## config.mk

```make
export PLATFORM = sky130hd
export DESIGN_NAME = micro_sequencer_flat
export DESIGN_NICKNAME = d
export VERILOG_FILES = /design/src/rtl/seq_pkg.sv /design/src/rtl/micro_sequencer_if.sv /design/src/rtl/micro_sequencer_rom.sv /design/src/rtl/micro_sequencer.sv /design/src/flat_wrapper.sv
export SDC_FILE = /design/constraint.sdc
export NUM_CORES = 1
export LEC_CHECK = 0
export ABC_AREA = 0
export BUFFER_PORTS_ARGS = -buffer_cell sky130_fd_sc_hd__clkbuf_2
export CAP_MARGIN = 0
export CORE_MARGIN = 3
export CORE_UTILIZATION = 55
export DETAILED_ROUTE_END_ITERATION = 12
export PLACE_DENSITY = 0.71
export SLEW_MARGIN = 20
export SYNTH_ARGS = -nofsm -noshare
export SYNTH_HDL_FRONTEND = slang
export SYNTH_HIERARCHICAL = 1
export SYNTH_SLANG_ARGS = --single-unit
```

## constraint.sdc

```tcl
create_clock -name Clk -period 3.5 [get_ports Clk]
set_input_delay 0.175 -clock Clk [delete_from_list [all_inputs] [get_ports Clk]]
set_output_delay 0.175 -clock Clk [all_outputs]
set_load 0.1 [all_outputs]
```

## src/rtl/seq_pkg.sv

```systemverilog
// Shared definitions for the microprogrammed sequencer and the datapath it drives:
// sequencing ops, FSM states, and microinstruction / control-word field positions.
package seq_pkg;

    typedef enum logic [2:0] {
        SEQ_NEXT = 3'd0,
        SEQ_JMP  = 3'd1,
        SEQ_BZ   = 3'd2,
        SEQ_BN   = 3'd3,
        SEQ_BC   = 3'd4,
        SEQ_BV   = 3'd5,
        SEQ_BB   = 3'd6,
        SEQ_HALT = 3'd7
    } seq_op_e;

    typedef enum logic [1:0] {
        ST_IDLE = 2'b00,
        ST_RUN  = 2'b01,
        ST_DONE = 2'b10
    } seq_state_e;

    // Control-word fields as seen by the datapath
    localparam int DA_HI  = 15;
    localparam int DA_LO  = 13;
    localparam int AA_HI  = 12;
    localparam int AA_LO  = 10;
    localparam int BA_HI  = 9;
    localparam int BA_LO  = 7;
    localparam int MB_BIT = 6;
    localparam int FS_HI  = 5;
    localparam int FS_LO  = 2;
    localparam int MD_BIT = 1;
    localparam int RW_BIT = 0;

    // Microinstruction layout
    localparam int UI_W   = 24;
    localparam int OP_HI  = 23;
    localparam int OP_LO  = 21;
    localparam int TGT_LO = 16;

    function automatic logic branch_taken(input seq_op_e op, input logic v, input logic c,
                                          input logic n, input logic z, input logic tb);
        case (op)
            SEQ_BZ:  return z;
            SEQ_BN:  return n;
            SEQ_BC:  return c;
            SEQ_BV:  return v;
            SEQ_BB:  return tb;
            default: return 1'b0;
        endcase
    endfunction

endpackage

```

## src/rtl/micro_sequencer_if.sv

```systemverilog
// Host/datapath-facing signal bundle of the micro sequencer.
interface micro_sequencer_if #(
    parameter int AW   = 5,
    parameter int CW_W = 16
);
    logic            start;
    logic            ld_en;
    logic [AW-1:0]   ld_addr;
    logic [23:0]     ld_data;
    logic            V;
    logic            C;
    logic            N;
    logic            Z;
    logic            test_bit;
    logic [CW_W-1:0] ctrl_word;
    logic [AW-1:0]   pc;
    logic [1:0]      state;
    logic            busy;
    logic            done;
    logic            err;

    modport master (
        output start, ld_en, ld_addr, ld_data, V, C, N, Z, test_bit,
        input  ctrl_word, pc, state, busy, done, err
    );

    modport slave (
        input  start, ld_en, ld_addr, ld_data, V, C, N, Z, test_bit,
        output ctrl_word, pc, state, busy, done, err
    );
endinterface

```

## src/rtl/micro_sequencer_rom.sv

```systemverilog
// Loadable microprogram store: synchronous write, combinational read.
module useq_rom #(
    parameter int AW = 5,
    parameter int DW = 24
) (
    input  logic          clk,
    input  logic          we,
    input  logic [AW-1:0] waddr,
    input  logic [DW-1:0] wdata,
    input  logic [AW-1:0] raddr,
    output logic [DW-1:0] rdata
);
    logic [DW-1:0] mem [2**AW];

    always_ff @(posedge clk) begin
        if (we) begin
            mem[waddr] <= wdata;
        end
    end

    assign rdata = mem[raddr];
endmodule

```

## src/rtl/micro_sequencer.sv

```systemverilog
// Microprogrammed control unit: fetches from a loadable store, issues one registered
// control word per RUN cycle and branches on datapath flags or an external test bit.
module micro_sequencer
    import seq_pkg::*;
#(
    parameter int AW         = 5,
    parameter int CW_W       = 16,
    parameter int MAX_CYCLES = 255
) (
    input logic              Clk,
    input logic              Rst,
    micro_sequencer_if.slave bus
);
    localparam int CNT_W = $clog2(MAX_CYCLES + 1);

    seq_state_e      state_q, state_d;
    logic [AW-1:0]   pc_q, pc_d;
    logic [CW_W-1:0] cw_q, cw_d;
    logic [CNT_W-1:0] cnt_q, cnt_d;
    logic            err_q, err_d;

    logic [UI_W-1:0] cur;
    seq_op_e         op;
    logic [AW-1:0]   tgt;
    logic [AW-1:0]   pc_inc;
    logic            rom_we;

    // Store writes are only honoured while idle so a running program can't be altered
    assign rom_we = (state_q == ST_IDLE) && bus.ld_en && !Rst;

    useq_rom #(
        .AW(AW),
        .DW(UI_W)
    ) u_rom (
        .clk  (Clk),
        .we   (rom_we),
        .waddr(bus.ld_addr),
        .wdata(bus.ld_data),
        .raddr(pc_q),
        .rdata(cur)
    );

    assign op     = seq_op_e'(cur[OP_HI:OP_LO]);
    assign tgt    = cur[TGT_LO +: AW];
    assign pc_inc = pc_q + 1'b1;

    always_ff @(posedge Clk) begin
        if (Rst) begin
            state_q <= ST_IDLE;
            pc_q    <= '0;
            cw_q    <= '0;
            cnt_q   <= '0;
            err_q   <= 1'b0;
        end else begin
            state_q <= state_d;
            pc_q    <= pc_d;
            cw_q    <= cw_d;
            cnt_q   <= cnt_d;
            err_q   <= err_d;
        end
    end

    always_comb begin
        state_d = state_q;
        pc_d    = pc_q;
        cw_d    = '0;
        cnt_d   = cnt_q;
        err_d   = err_q;
        case (state_q)
            ST_IDLE: begin
                if (bus.start) begin
                    state_d = ST_RUN;
                    pc_d    = '0;
                    cnt_d   = '0;
                    err_d   = 1'b0;
                end
            end
            ST_RUN: begin
                // Watchdog abort replaces the pending instruction entirely
                if (cnt_q == CNT_W'(MAX_CYCLES)) begin
                    state_d = ST_DONE;
                    err_d   = 1'b1;
                end else begin
                    cw_d  = cur[CW_W-1:0];
                    cnt_d = cnt_q + 1'b1;
                    case (op)
                        SEQ_NEXT: pc_d = pc_inc;
                        SEQ_JMP:  pc_d = tgt;
                        SEQ_HALT: state_d = ST_DONE;
                        default:  pc_d = branch_taken(op, bus.V, bus.C, bus.N, bus.Z, bus.test_bit)
                                         ? tgt : pc_inc;
                    endcase
                end
            end
            ST_DONE: state_d = ST_IDLE;
            default: state_d = ST_IDLE;
        endcase
    end

    assign bus.ctrl_word = cw_q;
    assign bus.pc        = pc_q;
    assign bus.state     = state_q;
    assign bus.busy      = (state_q == ST_RUN);
    assign bus.done      = (state_q == ST_DONE);
    assign bus.err       = err_q;
endmodule

```

## src/flat_wrapper.sv

```systemverilog
// flat-port wrapper written by rule: the top's interface ports become plain ports
module micro_sequencer_flat import seq_pkg::*;
#(
    parameter int AW         = 5,
    parameter int CW_W       = 16,
    parameter int MAX_CYCLES = 255
)
  (Clk, Rst, bus_start, bus_ld_en, bus_ld_addr, bus_ld_data, bus_V, bus_C, bus_N, bus_Z, bus_test_bit, bus_ctrl_word, bus_pc, bus_state, bus_busy, bus_done, bus_err);
  micro_sequencer_if #(.AW(AW), .CW_W(CW_W)) bus_i ();
  input logic Clk;
  input logic Rst;
  input wire logic [$bits(bus_i.start)-1:0] bus_start;
  input wire logic [$bits(bus_i.ld_en)-1:0] bus_ld_en;
  input wire logic [$bits(bus_i.ld_addr)-1:0] bus_ld_addr;
  input wire logic [$bits(bus_i.ld_data)-1:0] bus_ld_data;
  input wire logic [$bits(bus_i.V)-1:0] bus_V;
  input wire logic [$bits(bus_i.C)-1:0] bus_C;
  input wire logic [$bits(bus_i.N)-1:0] bus_N;
  input wire logic [$bits(bus_i.Z)-1:0] bus_Z;
  input wire logic [$bits(bus_i.test_bit)-1:0] bus_test_bit;
  output wire logic [$bits(bus_i.ctrl_word)-1:0] bus_ctrl_word;
  output wire logic [$bits(bus_i.pc)-1:0] bus_pc;
  output wire logic [$bits(bus_i.state)-1:0] bus_state;
  output wire logic [$bits(bus_i.busy)-1:0] bus_busy;
  output wire logic [$bits(bus_i.done)-1:0] bus_done;
  output wire logic [$bits(bus_i.err)-1:0] bus_err;
  assign bus_i.start = bus_start;
  assign bus_i.ld_en = bus_ld_en;
  assign bus_i.ld_addr = bus_ld_addr;
  assign bus_i.ld_data = bus_ld_data;
  assign bus_i.V = bus_V;
  assign bus_i.C = bus_C;
  assign bus_i.N = bus_N;
  assign bus_i.Z = bus_Z;
  assign bus_i.test_bit = bus_test_bit;
  assign bus_ctrl_word = bus_i.ctrl_word;
  assign bus_pc = bus_i.pc;
  assign bus_state = bus_i.state;
  assign bus_busy = bus_i.busy;
  assign bus_done = bus_i.done;
  assign bus_err = bus_i.err;
  micro_sequencer #(.AW(AW), .CW_W(CW_W), .MAX_CYCLES(MAX_CYCLES)) u_core (.Clk(Clk), .Rst(Rst), .bus(bus_i));
endmodule
```

==> results.md <==
* Hold Path Sink: u_core/bus.pc[3]$_SDFFE_PP0P_
* Cts repair resizes at 0
* Clk Latency, worst-skew pair at 610 ps
* DR DRC count at 0
* Syn nets at 1872
* Post-route minimum period at 3247 ps
* Via Count at 17282
* Pwr Density at 677.6 mW/mm2
* Clock Skew at 18.84 ps
* Post-synthesis xor/xnor area fraction at 0.002510
* Mux contribution to synthesized area at 0.1238
* FF-to-FF End: u_core/bus.pc[0]$_SDFFE_PP0P_
* Final Hold Vio Count at 0
* Max FO, Critical Path at 27
* Post-DRT Antenna Nets at 0
* Worst-path clk slew at 60 ps
* Worst Tran Pin Value at 1007 ps
* DP HPWL at 44510 um
* HP Class: input pin to register
* Largest net degree at the start of global routing at 121
* Max Freq at 0.3080 GHz
* Hold Buf Count CTS at 1
* Worst Setup Start Kind: register
* Vias in the first global route at 17084
* CP top delay family: simple AND/OR/NAND/NOR gates
* Synthesized area at 0.03140 mm2
* Avg Inst Size Synth at 17.14 um2
* RSZ-0062 raised after global routing: no
* EDFF count, synth at 768
* Pre-Repair DR Iteration Count at 5
* CTS buffer count at 81
* Adder-cell area share of the yosys netlist at 0.0007970
* Postcts setup bufs at 0
* H-tree depth reported by CTS at 3
* Register area share after synthesis at 0.7549
* Critical Path RT at 4000 ps
* Antenna violations before repair at 4
* Worst slack, placed at 336.2 ps
* Area after DPL at 0.03320 mm2
* Buf+Inv Stages, Crit Path at 1
* Ys async rst share at 0
* Gpl congestion at 0.8476
* Max stage delay on crit path at 570 ps
* Synth Area in Compound Gates at 0.05288
* Total grt overflow at 0
* Levels on crit path at 10
* Final setup viols at 0
* Arrival time worst endpoint at 3750 ps
* #FFs+latches synth at 800
* Die footprint at 0.05999 mm2
* VDD IR max at 0.4631 mV
* Vias per inst at 6.237
* Number of top-level pins at 64
* Yosys cell types at 54
* R2r setup slk at 250 ps
* Die W at 244.9 um
* # fillers at 3950
* Nets at 1996
* Fin crit share at 0.9278
* Cell mode on critical path: nand3_1
* CORE AREA at 0.05574 mm2
* Share of cells above drive strength 1 at 0.1490
* Num rows at 86
* Most frequent cells in the layout: edfxtp_1 (768), mux2i_1 (387), clkbuf_16 (86)
* Run status: complete, no violations
* Maxcap violations at 0
* Origin of the critical flop-to-flop path: u_core/bus.pc[1]$_SDFFE_PP0P_
* Crit. End Element: register
* Worst Slack Setup Final at 252.8 ps
* Final Slew Violations at 0
* Hold Path Depth at 5
* Final wirelength at 76160 um
* Mapped Cells at 1832
* PortBufs at 63
* Largest family of logic cells by synthesized area: multiplexers
* First-pass GRT wire length at 112200 um
* Detailed router's first-iteration violation count at 1796
* Syn-to-layout area delta at 13.86%
* DR WL/cell at 27.48 um
* Lkg Pwr at 11.23 nW
* Top_reg_cell synth: edfxtp_1
* Maximum root-to-sink buffer count at 3
* Root buffer cell: clkbuf_16
* Slowest-stage cell, CP: dfxtp_1
* CTS tree: done
* CP cell instances: nor2b_4 > buf_4 > nand2_1 > nand3_1 > nand3_1 > mux2_4 > or2_4 > a22o_1 > mux2i_1 > o21ai_1
* FF-to-FF path depth at 10
* Critical path type: register to register
* Slew HR at 0.3288
* Die H at 244.9 um
* CTS sink count at 800
* Setup TNS at 0 ps
* GRT Overall Usage at 0.2555
* Starting Density at 0.5633
* Simple-Gate Fraction of Synth Area at 0.04443
* HP Start: bus_C
* Most common cell after layout, fill and taps aside: edfxtp_1
* Ys Warns at 6
* Design area at 0.03575 mm2
* Core Util, Final at 0.6414
[flip-flops by register name, summed over array words and instances (netlist names)]
signal,cells
u_core/u_rom/mem,768
u_core/bus.ctrl_word,16
u_core/cnt_q,8
u_core/bus.pc,5
u_core/bus.state,2
u_core/bus.err,1
[synth_stat cells, types with 6 or more instances]
| cell type | instances | area share |
|---|---|---|
| edfxtp_1 | 768 | 0.73 |
| mux2i_1 | 387 | 0.12 |
| nand2_1 | 80 | 0.0096 |
| nand3_1 | 80 | 0.013 |
| a21oi_1 | 77 | 0.012 |
| a22oi_1 | 72 | 0.017 |
| a22o_1 | 51 | 0.014 |
| nor2_1 | 47 | 0.0056 |
| clkbuf_1 | 32 | 0.0038 |
| dfxtp_1 | 32 | 0.020 |
| buf_2 | 29 | 0.0046 |
| nor3_1 | 27 | 0.0043 |
| a31oi_1 | 25 | 0.0050 |
| buf_6 | 23 | 0.0082 |
| and2_1 | 17 | 0.0034 |
| buf_4 | 13 | 0.0031 |
| nand3b_1 | 6 | 0.0014 |
| xor2_1 | 6 | 0.0017 |
[metal layers]
layer | up-vias | share of wire | track usage
li1 | 7498 | - | -
met4 | 6 | 0.025 | 0.08110
met5 | - | 0.00047 | 0
met1 | 8867 | 0.42 | 0.3618
met2 | 770 | 0.48 | 0.4057
met3 | 141 | 0.081 | 0.04971
[worst register-to-register path, delay by kind of cell (launching register included)]
kind | cells | cell delay (ps)
and+or+nand+nor | 5 | 1220
muxes | 2 | 620
DFF | 1 | 570
buffers and inverters | 1 | 400
AOI/OAI and AO/OA | 2 | 320
[report_power, final]
group / switching (mW) / internal (mW) / leakage (nW)
combinational: 3.41 / 1.89 / 2.82
clock: 3.47 / 4.75 / 1.24
sequential: 0.103 / 10.6 / 7.17
total: 6.98 / 17.2 / 11.2
[per-stage QoR]
step           cells  total power [mW]  hold WS (ps)
2_1_floorplan   1832             14.79         244.1
3_3_place_gp    2620             16.07         406.5
3_5_place_dp    2620             16.12         415.5
4_1_cts         2768             24.29         123.2
5_1_grt         2768             25.05         168.6
6_report        2771             24.22         145.6
[cell families (layout without fill, tap and decap cells)]
group,count (synthesis),count (layout)
AO/OA/AOI/OAI,243,243
XOR/XNOR,9,9
adder cells (fa/ha/maj),2,2
buffers and inverters,103,291
flip-flops,800,800
multiplexers,388,388
other,0,3
AND/OR/NAND/NOR,287,287
[area by class of cell]
type | count | area [um2] | area share
Sequential cell | 800 | 23710 | 0.6631
Multi-Input combinational cell | 929 | 7321 | 0.2048
Clock buffer | 117 | 2318 | 0.06485
Timing Repair Buffer | 143 | 1244 | 0.03479
Tap cell | 748 | 935.9 | 0.02618
Clock inverter | 30 | 212.7 | 0.005950
Antenna cell | 3 | 7.507 | 0.0002100
Inverter | 1 | 3.754 | 0.0001050
[worst max path at each step]
stage | from | endpoint | slack [ps]
2_1_floorplan | u_core/bus.pc[0]$_SDFFE_PP0P_ | u_core/bus.pc[1]$_SDFFE_PP0P_ | 70
3_3_place_gp | u_core/bus.pc[1]$_SDFFE_PP0P_ | u_core/bus.pc[1]$_SDFFE_PP0P_ | 380
3_5_place_dp | u_core/bus.pc[0]$_SDFFE_PP0P_ | u_core/bus.pc[4]$_SDFFE_PP0P_ | 340
4_1_cts | u_core/bus.pc[1]$_SDFFE_PP0P_ | u_core/bus.pc[0]$_SDFFE_PP0P_ | 310
5_1_grt | u_core/bus.pc[0]$_SDFFE_PP0P_ | u_core/bus.pc[2]$_SDFFE_PP0P_ | 1
6_report | u_core/bus.pc[1]$_SDFFE_PP0P_ | u_core/bus.pc[0]$_SDFFE_PP0P_ | 250
No activity file was read; power rests on OpenSTA's default activity.
